$ cat src/rtl/lmu_measwrite_pkg.sv
// Shared sizing and FSM encoding for the LMU measurement write-side collector.
package lmu_measwrite_pkg;

  localparam int NUM_PCH    = 8;
  localparam int PCHADDR_BW = 3;
  localparam int NUM_PCHDQ  = 9;
  localparam int NUM_PCHAQ  = 8;
  localparam int PF_BW      = NUM_PCHDQ * 2;

  // Patch count in the index width plus one bit, for the out-of-range compare
  localparam logic [PCHADDR_BW:0] NUM_PCH_W = NUM_PCH[PCHADDR_BW:0];

  typedef enum logic [1:0] {
    IDLE    = 2'd0,
    COLLECT = 2'd1,
    FLUSH   = 2'd2
  } state_t;

endpackage

$ cat src/rtl/lmu_measwrite_if.sv
// Slice ingress and assembled-array egress bundle for lmu_measwrite.
// slave: the collector; master: the producer/consumer pair around it.
interface lmu_measwrite_if;
  import lmu_measwrite_pkg::*;

  logic                           in_valid;
  logic                           in_ready;
  logic [PCHADDR_BW-1:0]          pchidx;
  logic [NUM_PCHDQ-1:0]           dqmeas_array_pch;
  logic [NUM_PCHAQ-1:0]           aqmeas_array_pch;
  logic [PF_BW-1:0]               pf_array_pch;

  logic                           out_valid;
  logic                           out_ready;
  logic [NUM_PCH*NUM_PCHDQ-1:0]   dqmeas_array_ing;
  logic [NUM_PCH*NUM_PCHAQ-1:0]   aqmeas_array_ing;
  logic [NUM_PCH*PF_BW-1:0]       pf_array_ing;

  modport slave (
    input  in_valid, pchidx, dqmeas_array_pch, aqmeas_array_pch, pf_array_pch,
    input  out_ready,
    output in_ready, out_valid, dqmeas_array_ing, aqmeas_array_ing, pf_array_ing
  );

  modport master (
    output in_valid, pchidx, dqmeas_array_pch, aqmeas_array_pch, pf_array_pch,
    output out_ready,
    input  in_ready, out_valid, dqmeas_array_ing, aqmeas_array_ing, pf_array_ing
  );

endinterface

$ cat src/rtl/lmu_measwrite_slotwrite.sv
// lmu_slotwrite: NUM_SLOT registers of DATA_WIDTH bits, flattened with slot 0
// at the LSBs. One slot is written per cycle, either overwritten or XORed with
// the incoming data; clr zeroes every slot.
module lmu_slotwrite #(
  parameter int NUM_SLOT   = 8,
  parameter int DATA_WIDTH = 9,
  parameter int IDX_BW     = 3,
  parameter bit XOR_MODE   = 1'b0
) (
  input  logic                           clk,
  input  logic                           rst_n,
  input  logic                           clr,
  input  logic                           wr_en,
  input  logic [IDX_BW-1:0]              wr_idx,
  input  logic [DATA_WIDTH-1:0]          wr_data,
  output logic [NUM_SLOT*DATA_WIDTH-1:0] data_out
);

  genvar gi;
  generate
    for (gi = 0; gi < NUM_SLOT; gi++) begin : g_slot
      localparam logic [IDX_BW-1:0] SLOT_IDX = IDX_BW'(gi);
      logic [DATA_WIDTH-1:0] slot_reg;

      // Per-slot register: clear has priority, then an indexed write
      always_ff @(posedge clk or negedge rst_n) begin
        if (!rst_n) begin
          slot_reg <= '0;
        end else if (clr) begin
          slot_reg <= '0;
        end else if (wr_en && (wr_idx == SLOT_IDX)) begin
          slot_reg <= XOR_MODE ? (slot_reg ^ wr_data) : wr_data;
        end
      end

      assign data_out[gi*DATA_WIDTH +: DATA_WIDTH] = slot_reg;
    end
  endgenerate

endmodule

$ cat src/rtl/lmu_measwrite.sv
// lmu_measwrite: collects per-patch measurement / Pauli-frame slices into the
// ingress-wide arrays and hands the assembled arrays downstream once every
// patch of the round's mask has been written.
// Optional build macro LMU_MEASWR_XOR_EN: Pauli-frame slices accumulate by XOR
// and no array is cleared at start (meas slices still overwrite).
module lmu_measwrite
  import lmu_measwrite_pkg::*;
(
  input  logic               clk,
  input  logic               rst_n,
  input  logic               start,
  input  logic [NUM_PCH-1:0] pch_mask,
  lmu_measwrite_if.slave     bus,
  output logic               err
);

  localparam logic [NUM_PCH-1:0] ONE_HOT0 = {{(NUM_PCH-1){1'b0}}, 1'b1};

`ifdef LMU_MEASWR_XOR_EN
  localparam bit PF_XOR = 1'b1;
`else
  localparam bit PF_XOR = 1'b0;
`endif

  state_t             state_reg, state_next;
  logic [NUM_PCH-1:0] mask_reg;
  logic [NUM_PCH-1:0] written_reg;
  logic               err_reg;

  logic               in_ready_int;
  logic               out_valid_int;
  logic               start_go;
  logic               in_fire;
  logic               out_fire;
  logic               idx_in_range;
  logic [NUM_PCH-1:0] idx_onehot;
  logic               slice_ok;
  logic               wr_en;
  logic               round_done;
  logic               arr_clr;

  assign start_go     = (state_reg == IDLE) && start;
  assign in_fire      = bus.in_valid && in_ready_int;
  assign out_fire     = out_valid_int && bus.out_ready;
  assign idx_in_range = ({1'b0, bus.pchidx} < NUM_PCH_W);
  assign idx_onehot   = idx_in_range ? (ONE_HOT0 << bus.pchidx) : '0;
  // A slice lands only if its slot is in range, expected, and not yet written
  assign slice_ok     = idx_in_range && (|(idx_onehot & mask_reg)) &&
                        !(|(idx_onehot & written_reg));
  assign wr_en        = in_fire && slice_ok;
  assign round_done   = wr_en && ((written_reg | idx_onehot) == mask_reg);

`ifdef LMU_MEASWR_XOR_EN
  assign arr_clr = 1'b0;
`else
  assign arr_clr = start_go;
`endif

  // State register
  always_ff @(posedge clk or negedge rst_n) begin
    if (!rst_n) begin
      state_reg <= IDLE;
    end else begin
      state_reg <= state_next;
    end
  end

  // Next-state logic
  always_comb begin
    state_next = state_reg;
    case (state_reg)
      IDLE: begin
        if (start) begin
          state_next = (pch_mask == '0) ? FLUSH : COLLECT;
        end
      end
      COLLECT: begin
        if (round_done) begin
          state_next = FLUSH;
        end
      end
      FLUSH: begin
        if (out_fire) begin
          state_next = IDLE;
        end
      end
      default: state_next = IDLE;
    endcase
  end

  // Handshake outputs are pure state decodes, independent of in_valid
  always_comb begin
    in_ready_int  = 1'b0;
    out_valid_int = 1'b0;
    case (state_reg)
      COLLECT: in_ready_int  = 1'b1;
      FLUSH:   out_valid_int = 1'b1;
      default: ;
    endcase
  end

  // Round bookkeeping: expected mask, written bitmap, sticky error
  always_ff @(posedge clk or negedge rst_n) begin
    if (!rst_n) begin
      mask_reg    <= '0;
      written_reg <= '0;
      err_reg     <= 1'b0;
    end else begin
      if (start_go) begin
        mask_reg    <= pch_mask;
        written_reg <= '0;
      end else if (wr_en) begin
        written_reg <= written_reg | idx_onehot;
      end
      if (in_fire && !slice_ok) begin
        err_reg <= 1'b1;
      end
    end
  end

  lmu_slotwrite #(
    .NUM_SLOT   (NUM_PCH),
    .DATA_WIDTH (NUM_PCHDQ),
    .IDX_BW     (PCHADDR_BW),
    .XOR_MODE   (1'b0)
  ) u_dq (
    .clk      (clk),
    .rst_n    (rst_n),
    .clr      (arr_clr),
    .wr_en    (wr_en),
    .wr_idx   (bus.pchidx),
    .wr_data  (bus.dqmeas_array_pch),
    .data_out (bus.dqmeas_array_ing)
  );

  lmu_slotwrite #(
    .NUM_SLOT   (NUM_PCH),
    .DATA_WIDTH (NUM_PCHAQ),
    .IDX_BW     (PCHADDR_BW),
    .XOR_MODE   (1'b0)
  ) u_aq (
    .clk      (clk),
    .rst_n    (rst_n),
    .clr      (arr_clr),
    .wr_en    (wr_en),
    .wr_idx   (bus.pchidx),
    .wr_data  (bus.aqmeas_array_pch),
    .data_out (bus.aqmeas_array_ing)
  );

  lmu_slotwrite #(
    .NUM_SLOT   (NUM_PCH),
    .DATA_WIDTH (PF_BW),
    .IDX_BW     (PCHADDR_BW),
    .XOR_MODE   (PF_XOR)
  ) u_pf (
    .clk      (clk),
    .rst_n    (rst_n),
    .clr      (arr_clr),
    .wr_en    (wr_en),
    .wr_idx   (bus.pchidx),
    .wr_data  (bus.pf_array_pch),
    .data_out (bus.pf_array_ing)
  );

  assign bus.in_ready  = in_ready_int;
  assign bus.out_valid = out_valid_int;
  assign err           = err_reg;

endmodule

$ cat src/flat_wrapper.sv
// flat-port wrapper written by rule: the top's interface ports become plain ports
module lmu_measwrite_flat import lmu_measwrite_pkg::*;
  (clk, rst_n, start, pch_mask, err, bus_in_valid, bus_pchidx, bus_dqmeas_array_pch, bus_aqmeas_array_pch, bus_pf_array_pch, bus_out_ready, bus_in_ready, bus_out_valid, bus_dqmeas_array_ing, bus_aqmeas_array_ing, bus_pf_array_ing);
  lmu_measwrite_if bus_i ();
  input  logic clk;
  input  logic rst_n;
  input  logic start;
  input  logic [NUM_PCH-1:0] pch_mask;
  output logic err;
  input wire logic [$bits(bus_i.in_valid)-1:0] bus_in_valid;
  input wire logic [$bits(bus_i.pchidx)-1:0] bus_pchidx;
  input wire logic [$bits(bus_i.dqmeas_array_pch)-1:0] bus_dqmeas_array_pch;
  input wire logic [$bits(bus_i.aqmeas_array_pch)-1:0] bus_aqmeas_array_pch;
  input wire logic [$bits(bus_i.pf_array_pch)-1:0] bus_pf_array_pch;
  input wire logic [$bits(bus_i.out_ready)-1:0] bus_out_ready;
  output wire logic [$bits(bus_i.in_ready)-1:0] bus_in_ready;
  output wire logic [$bits(bus_i.out_valid)-1:0] bus_out_valid;
  output wire logic [$bits(bus_i.dqmeas_array_ing)-1:0] bus_dqmeas_array_ing;
  output wire logic [$bits(bus_i.aqmeas_array_ing)-1:0] bus_aqmeas_array_ing;
  output wire logic [$bits(bus_i.pf_array_ing)-1:0] bus_pf_array_ing;
  assign bus_i.in_valid = bus_in_valid;
  assign bus_i.pchidx = bus_pchidx;
  assign bus_i.dqmeas_array_pch = bus_dqmeas_array_pch;
  assign bus_i.aqmeas_array_pch = bus_aqmeas_array_pch;
  assign bus_i.pf_array_pch = bus_pf_array_pch;
  assign bus_i.out_ready = bus_out_ready;
  assign bus_in_ready = bus_i.in_ready;
  assign bus_out_valid = bus_i.out_valid;
  assign bus_dqmeas_array_ing = bus_i.dqmeas_array_ing;
  assign bus_aqmeas_array_ing = bus_i.aqmeas_array_ing;
  assign bus_pf_array_ing = bus_i.pf_array_ing;
  lmu_measwrite u_core (.clk(clk), .rst_n(rst_n), .start(start), .pch_mask(pch_mask), .bus(bus_i), .err(err));
endmodule
$ cat config.mk
export PLATFORM = sky130hd
export DESIGN_NAME = lmu_measwrite_flat
export DESIGN_NICKNAME = d
export VERILOG_FILES = /design/src/rtl/lmu_measwrite_pkg.sv /design/src/rtl/lmu_measwrite_if.sv /design/src/rtl/lmu_measwrite_slotwrite.sv /design/src/rtl/lmu_measwrite.sv /design/src/flat_wrapper.sv
export SDC_FILE = /design/constraint.sdc
export NUM_CORES = 1
export LEC_CHECK = 0
export CAP_MARGIN = 20
export CELL_PAD_IN_SITES_DETAIL_PLACEMENT = 1
export CELL_PAD_IN_SITES_GLOBAL_PLACEMENT = 1
export CORE_ASPECT_RATIO = 1.1
export CORE_MARGIN = 2
export CORE_UTILIZATION = 37
export CTS_BUF_LIST = sky130_fd_sc_hd__clkbuf_4 sky130_fd_sc_hd__clkbuf_8
export DETAILED_ROUTE_END_ITERATION = 16
export PLACE_DENSITY = 0.86
export RECOVER_POWER = 25
export SLEW_MARGIN = 30
export SYNTH_ARGS = -nofsm -noshare
export SYNTH_HDL_FRONTEND = slang
export SYNTH_HIERARCHICAL = 1
export SYNTH_SLANG_ARGS = --single-unit
$ cat constraint.sdc
create_clock -name clk -period 2.65 [get_ports clk]
set_input_delay 0.3975 -clock clk [delete_from_list [all_inputs] [get_ports clk]]
set_output_delay 0.3975 -clock clk [all_outputs]
set_load 0.02 [all_outputs]
## Yosys cells after proc, flatten, opt, wreduce, memory -nomap -nowiden

Index checks and enable logic that the tools add are counted.

- Bits in registers: 299
- Input port bits: 51
- Word-level logic and storage cells: 134

- Equal/unequal tests: 13
- Shift operators: 1
- Multiplexer cells: 57
- Bitwise logic cells: 3
- Reductions and logical operators: 32

Operators with widths:

| cell | number |
|---|---|
| $mux W18 | 16 |
| $mux W8 | 18 |
| $mux W9 | 16 |
| $reduce_bool A2 Y1 | 9 |
| $and A8 B8 Y8 | 2 |
| $reduce_or A8 Y1 | 2 |
| $logic_and A1 B1 Y1 | 15 |
| $eq A3 B3 Y1 const B | 4 |
| $eq A8 B8 Y1 | 1 |
| $logic_not A8 Y1 | 1 |
| $mux W2 | 4 |
| $or A8 B8 Y8 | 1 |
| $shl A1 B3 Y8 const A | 1 |
| $eq A3 B2 Y1 const B | 2 |
| $pmux W2 S3 | 1 |
| $ne A2 B1 Y1 const B | 2 |
| $eq A3 B1 Y1 const B | 1 |
| $logic_not A3 Y1 | 1 |
| $reduce_and A3 Y1 | 1 |
| $eq A2 B1 Y1 const B | 1 |
| $eq A2 B2 Y1 const B | 1 |
| $logic_not A1 Y1 | 2 |
| $logic_not A2 Y1 | 1 |
| $mux W1 | 2 |
| $ne A2 B2 Y1 const B | 1 |

## Longest topological paths before layout

- Depth in word-level cells: 9
- Gate-level depth with buffers: 10
- Mapped depth without buffers: 6

## Hierarchy

Netlist, hierarchy kept.

By module, submodules not included:

| module | instances | cells each | area each (um^2) | seq. area each (um^2) |
|---|---|---|---|---|
| lmu_slotwrite (u_core.u_pf) | 1 | 515 | 6,411.1 | 3,603.5 |
| lmu_slotwrite (u_core.u_dq) | 1 | 258 | 3,215.6 | 1,801.7 |
| lmu_slotwrite (u_core.u_aq) | 1 | 236 | 2,919.0 | 1,601.5 |
| lmu_measwrite | 1 | 120 | 1,107.3 | 475.5 |

## Worst setup path after synthesis

No wires, ideal clock.

- Path kind: reg2reg
- Start: register u_core.written_reg[2]
- End: register u_core.u_pf.g_slot[0].slot_reg[13]
- Setup time: 0.133 ns
- Arrival: 2.496 ns
- Setup slack: 0.021 ns
- Stages on the path, launching flop included: 10
- Path buffers: 3
- Period minus slack after synthesis: 2.629 ns
- Path through: dfrtp_1 and2b_1 mux4_2 mux2i_1 nor2_1 buf_2 or4b_4 buf_6 buf_8 mux2i_1

- Longest elaborated chain between the ends: 7

Ends and longest elaborated chain:

| element | RTL line | source |
|---|---|---|
| from (decl) | lmu_measwrite.sv:27 | `logic [NUM_PCH-1:0] written_reg;` |
| from (signal assigned) | lmu_measwrite.sv:113 | `written_reg <= written_reg \| idx_onehot;` |
| $and A8 B8 Y8 | lmu_measwrite.sv:49 | `!(\|(idx_onehot & written_reg));` |
| $reduce_or A8 Y1 | lmu_measwrite.sv:49 |  |
| $logic_not A1 Y1 | lmu_measwrite.sv:49 |  |
| $logic_and A1 B1 Y1 | lmu_measwrite.sv:48 | `assign slice_ok = idx_in_range && (\|(idx_onehot & mask_reg)) &&` |
| $logic_and A1 B1 Y1 | lmu_measwrite.sv:50 | `assign wr_en = in_fire && slice_ok;` |
| named net u_core.wr_en | lmu_measwrite.sv:38 | `logic wr_en;` |
| $logic_and A1 B1 Y1 | lmu_measwrite_slotwrite.sv:31 | `end else if (wr_en && (wr_idx == SLOT_IDX)) begin` |
| $reduce_bool A2 Y1 (no source line) | - |  |
| to (signal assigned) | lmu_measwrite_slotwrite.sv:32 | `slot_reg <= XOR_MODE ? (slot_reg ^ wr_data) : wr_data;` |
| to (decl) | lmu_measwrite_slotwrite.sv:23 | `logic [DATA_WIDTH-1:0] slot_reg;` |

The timed path passes the listed nets, and every way through them passes these cells.
A chain may end at the register's enable or synchronous reset.

## Worst setup path in the final report

- Start: register u_core.mask_reg[2]
- End: register u_core.u_aq.g_slot[1].slot_reg[6]

- Longest elaborated chain between the ends: 6

Ends and longest elaborated chain:

| element | RTL line | source |
|---|---|---|
| from (decl) | lmu_measwrite.sv:26 | `logic [NUM_PCH-1:0] mask_reg;` |
| from (signal assigned) | lmu_measwrite.sv:110 | `mask_reg <= pch_mask;` |
| $and A8 B8 Y8 | lmu_measwrite.sv:48 |  |
| $reduce_or A8 Y1 | lmu_measwrite.sv:48 |  |
| $logic_and A1 B1 Y1 | lmu_measwrite.sv:48 |  |
| $logic_and A1 B1 Y1 | lmu_measwrite.sv:50 |  |
| named net u_core.wr_en | lmu_measwrite.sv:38 |  |
| $logic_and A1 B1 Y1 | lmu_measwrite_slotwrite.sv:31 |  |
| $reduce_bool A2 Y1 (no source line) | - |  |
| to (signal assigned) | lmu_measwrite_slotwrite.sv:32 |  |
| to (decl) | lmu_measwrite_slotwrite.sv:23 |  |

The timed path passes the listed nets, and every way through them passes these cells.

==> impl_metrics.csv <==
group,metric,value,unit
status,status,"finished with violations",
status,violations,"capacitance limit, slew limit",
clocking,clkLatencyLatePin,0.58,ns
worst_setup_path,worstPathArrival,2.85,ns
placed_design,place_ws,-0.149,ns
placed_design,dp_hpwl,30600,um
routing,num_vias,10000,
synth,synth_top_cell_area_share,54.8,%
layout,area_delta_synth_final,39.0,%
floorplan,core_area,0.0363,mm2
synth,synth-edff-count,0,
worst_setup_path,slowest_delay,0.46,ns
placed_design,postPlaceCellArea,0.0179,mm2
worst_setup_path,cp_slowest_cell,"mux4_2",
clocking,clock-sinks,299,
synth,synth_nets,1180,
pwr,p_comb_share,48.1,%
worst_setup_path,worstPathCellList,"and2b_1 -> mux4_2 -> mux2i_1 -> nor2_2 -> buf_12 -> buf_4 -> nand4bb_1 -> buf_12 -> mux2i_1",
worst_setup_path,r2r_slack,0.27,ns
pwr,p_sw_share,39.3,%
synth,ys_seq_area_share,54.8,%
timing,timing.setup.tns,0,ns
routing,drt_iter0_drc,424,
synth,syn_area_per_cell,12.1,um2
global_route,grt_pass1_vias,11200,
placed_design,port_buffers,333,
timing,rsz0062_at_grt,"false",
synth,synthesis.area,0.0137,mm2
timing,holdWs,0.403,ns
worst_setup_path,start_kind,"register",
routing,ant_nets,0,
global_route,track_usage,22.9,%
job,drv_cap,1,
worst_setup_path,cp-end-kind,"register",
routing,viasPerCell,5.04,
hold_path,holdCritPathClass,"input port to register",
floorplan,rows,73,
worst_setup_path,path_class,"register to register",
timing,slew_violations,67,
global_route,grt_pass1_wl,68000,um
timing,slew_headroom,-35.9,%
synth,post-synth-top-count-cell,"nand2b_1",
synth,synth_common_cells,"nand2b_1, dfrtp_1, mux2i_1",
pwr,p_seq_share,33.8,%
global_route,gr-total-overflow,0,
clocking,clockRootBuffer,"clkbuf_8",
pwr,switching_power,0.00954,W
worst_setup_path,path_buf_inv,3,
layout,diodes,0,
synth,yosys.area.top_type,"dfrtp_1",
floorplan,start_util,37.7,%
global_route,grt_antenna_before_repair,0,
synth,ys_warn_count,6,
timing,period_share,89.9,%
pwr,p_leak,9.67,nW
placed_design,dp_cells,1899,
pwr,p_int,0.0148,W
worst_setup_path,critical_path_required,3.12,ns
layout,final_cell_area,0.0190,mm2
timing,finalSetupViolCount,0,
synth,ys_ff_latch,299,
routing,first_pass_iters,4,
synth,yosysUniqueCellTypes,49,
global_route,grt_max_degree,70,
clocking,cts_inserted_buffers,50,
synth,synth_area_leaders,"dfrtp_1, mux2i_1, nand2b_1",
layout,fillCellCount,3757,
worst_setup_path,critPathTopFamily,"multiplexers",
placed_design,routabilityCongestion,0.824,
synth,synth_flop_cell,"dfrtp_1",
routing,drc,0,
layout,fin_nets,1516,
floorplan,dieArea,0.0385,mm2
routing,wirelength,44200,um
floorplan,io_pins,334,
timing,max_freq,420,MHz
floorplan,die-height,205,um
synth,synthCells,1129,
clocking,cts.path.max_buffers,3,
layout,final_cells,1986,
timing,finalHoldViolCount,0,
floorplan,die_w,187,um
clocking,path_clk_slew,0.06,ns
clocking,cts_tree,"done",
synth,async_flop_share,100,%
pwr,ir_worst_vdd,0.000657,V
timing,period_needed,2.38,ns
clocking,cts_resized,0,
layout,drive_gt1_share,10.7,%
clocking,h-tree-depth,2,
pwr,clockPowerShare,18.0,%
pwr,power_density,1280,mW/mm2
timing,max_slew.worst_pin.slew,2.04,ns
timing,layout_setup_ws,0.268,ns
layout,largest_reg_flops,144,
worst_setup_path,worstPathMaxFanout,18,
timing,fin_skew,0.0284,ns
routing,wl_per_cell,22.3,um
-- final timing paths --
check                                   start                           endpoint  cells after the start
setup / recovery           u_core/mask_reg[2]  u_core/u_aq/g_slot[1].slot_reg[6]                      9
hold / removal                    pch_mask[4]                 u_core/mask_reg[4]                      3
hold reg to reg                    u_core/err                         u_core/err                      1
setup reg to reg           u_core/mask_reg[2]  u_core/u_aq/g_slot[1].slot_reg[6]                      9
min in group asynchronous               rst_n              u_core/written_reg[0]                      2
max in group asynchronous               rst_n  u_core/u_aq/g_slot[5].slot_reg[2]                      3
-- worst register-to-register path, cell delays in order (launching register included) --
cell and delay (ns):
dfrtp_1 0.42, and2b_1 0.21, mux4_2 0.46, mux2i_1 0.21, nor2_2 0.10, buf_12 0.16
buf_4 0.15, nand4bb_1 0.16, buf_12 0.16, mux2i_1 0.25
-- cell families after synthesis --
group	count (synthesis)	synth area share, %
compound gates	26	1.58
xor+xnor	1	0.0642
buf+inv	117	3.84
flops	299	54.8
mux	284	21.0
simple gates	402	18.7
-- cell usage in the layout, fill, tap and decap left out, drive strengths merged, types with 2 or more instances in the layout --
cell           count
o21a               2
and4bb             2
nand4bb            8
inv                6
mux2i            281
o221ai             2
nor4               2
a22o               5
o22ai              2
nor2b             12
nand4b             9
clkdlybuf4s50    332
clkbuf            86
or4b               3
nand2             25
nand4              3
a2111o             2
buf               60
o21ai              3
nor3b              2
nand2b           318
o211ai             2
a32o               4
nor3               6
dfrtp            299
nor2               4
mux4               2
-- metrics by stage --
stage | utilization, % | total power (W)
after global routing | 52.3 | 0.0256
final | 52.3 | 0.0243
after CTS | 52.4 | 0.0246
after global placement | 49.4 | 0.0195
after detailed placement | 49.4 | 0.0199
after floorplan | - | 0.0137
-- metal layers --
metal	vias up	routed length, um	share of wire, %	GRT usage [%]
met3	88	2890	6.5	5.83
met2	311	22500	51	40.6
met5	-	0	0	0
met1	5176	17400	39	26.8
li1	4432	-	-	-
met4	0	1500	3.4	8.59
-- power by group through the flow --
stage / registers, W / clock network [W] / logic [W]
2_1_floorplan: 0.0105 / 0 / 0.00314
4_1_cts: 0.00824 / 0.00451 / 0.0118
3_5_place_dp: 0.00825 / 0 / 0.0117
5_1_grt: 0.00848 / 0.00470 / 0.0124
6_report: 0.00822 / 0.00438 / 0.0117
3_3_place_gp: 0.00813 / 0 / 0.0113
-- final cells by class --
class	count	area (um2)	area share (%)
timing repair buffer	395	4120	21.7
tap	487	609	3.21
multi-input combinational	713	5660	29.8
sequential	299	7480	39.4
inverter	6	27.5	0.145
clock buffer	84	1040	5.47
clock inverter	2	35.0	0.185
-- repair_timing --
| item | CTS | global route |
|---|---|---|
| endpoints found under the hold margin | 64 | 0 |
| hold buffers | 1 | 0 |
| buffers inserted | 0 | 0 |
| setup endpoints to repair | 0 | 0 |
No activity file was read; power rests on OpenSTA's default activity.
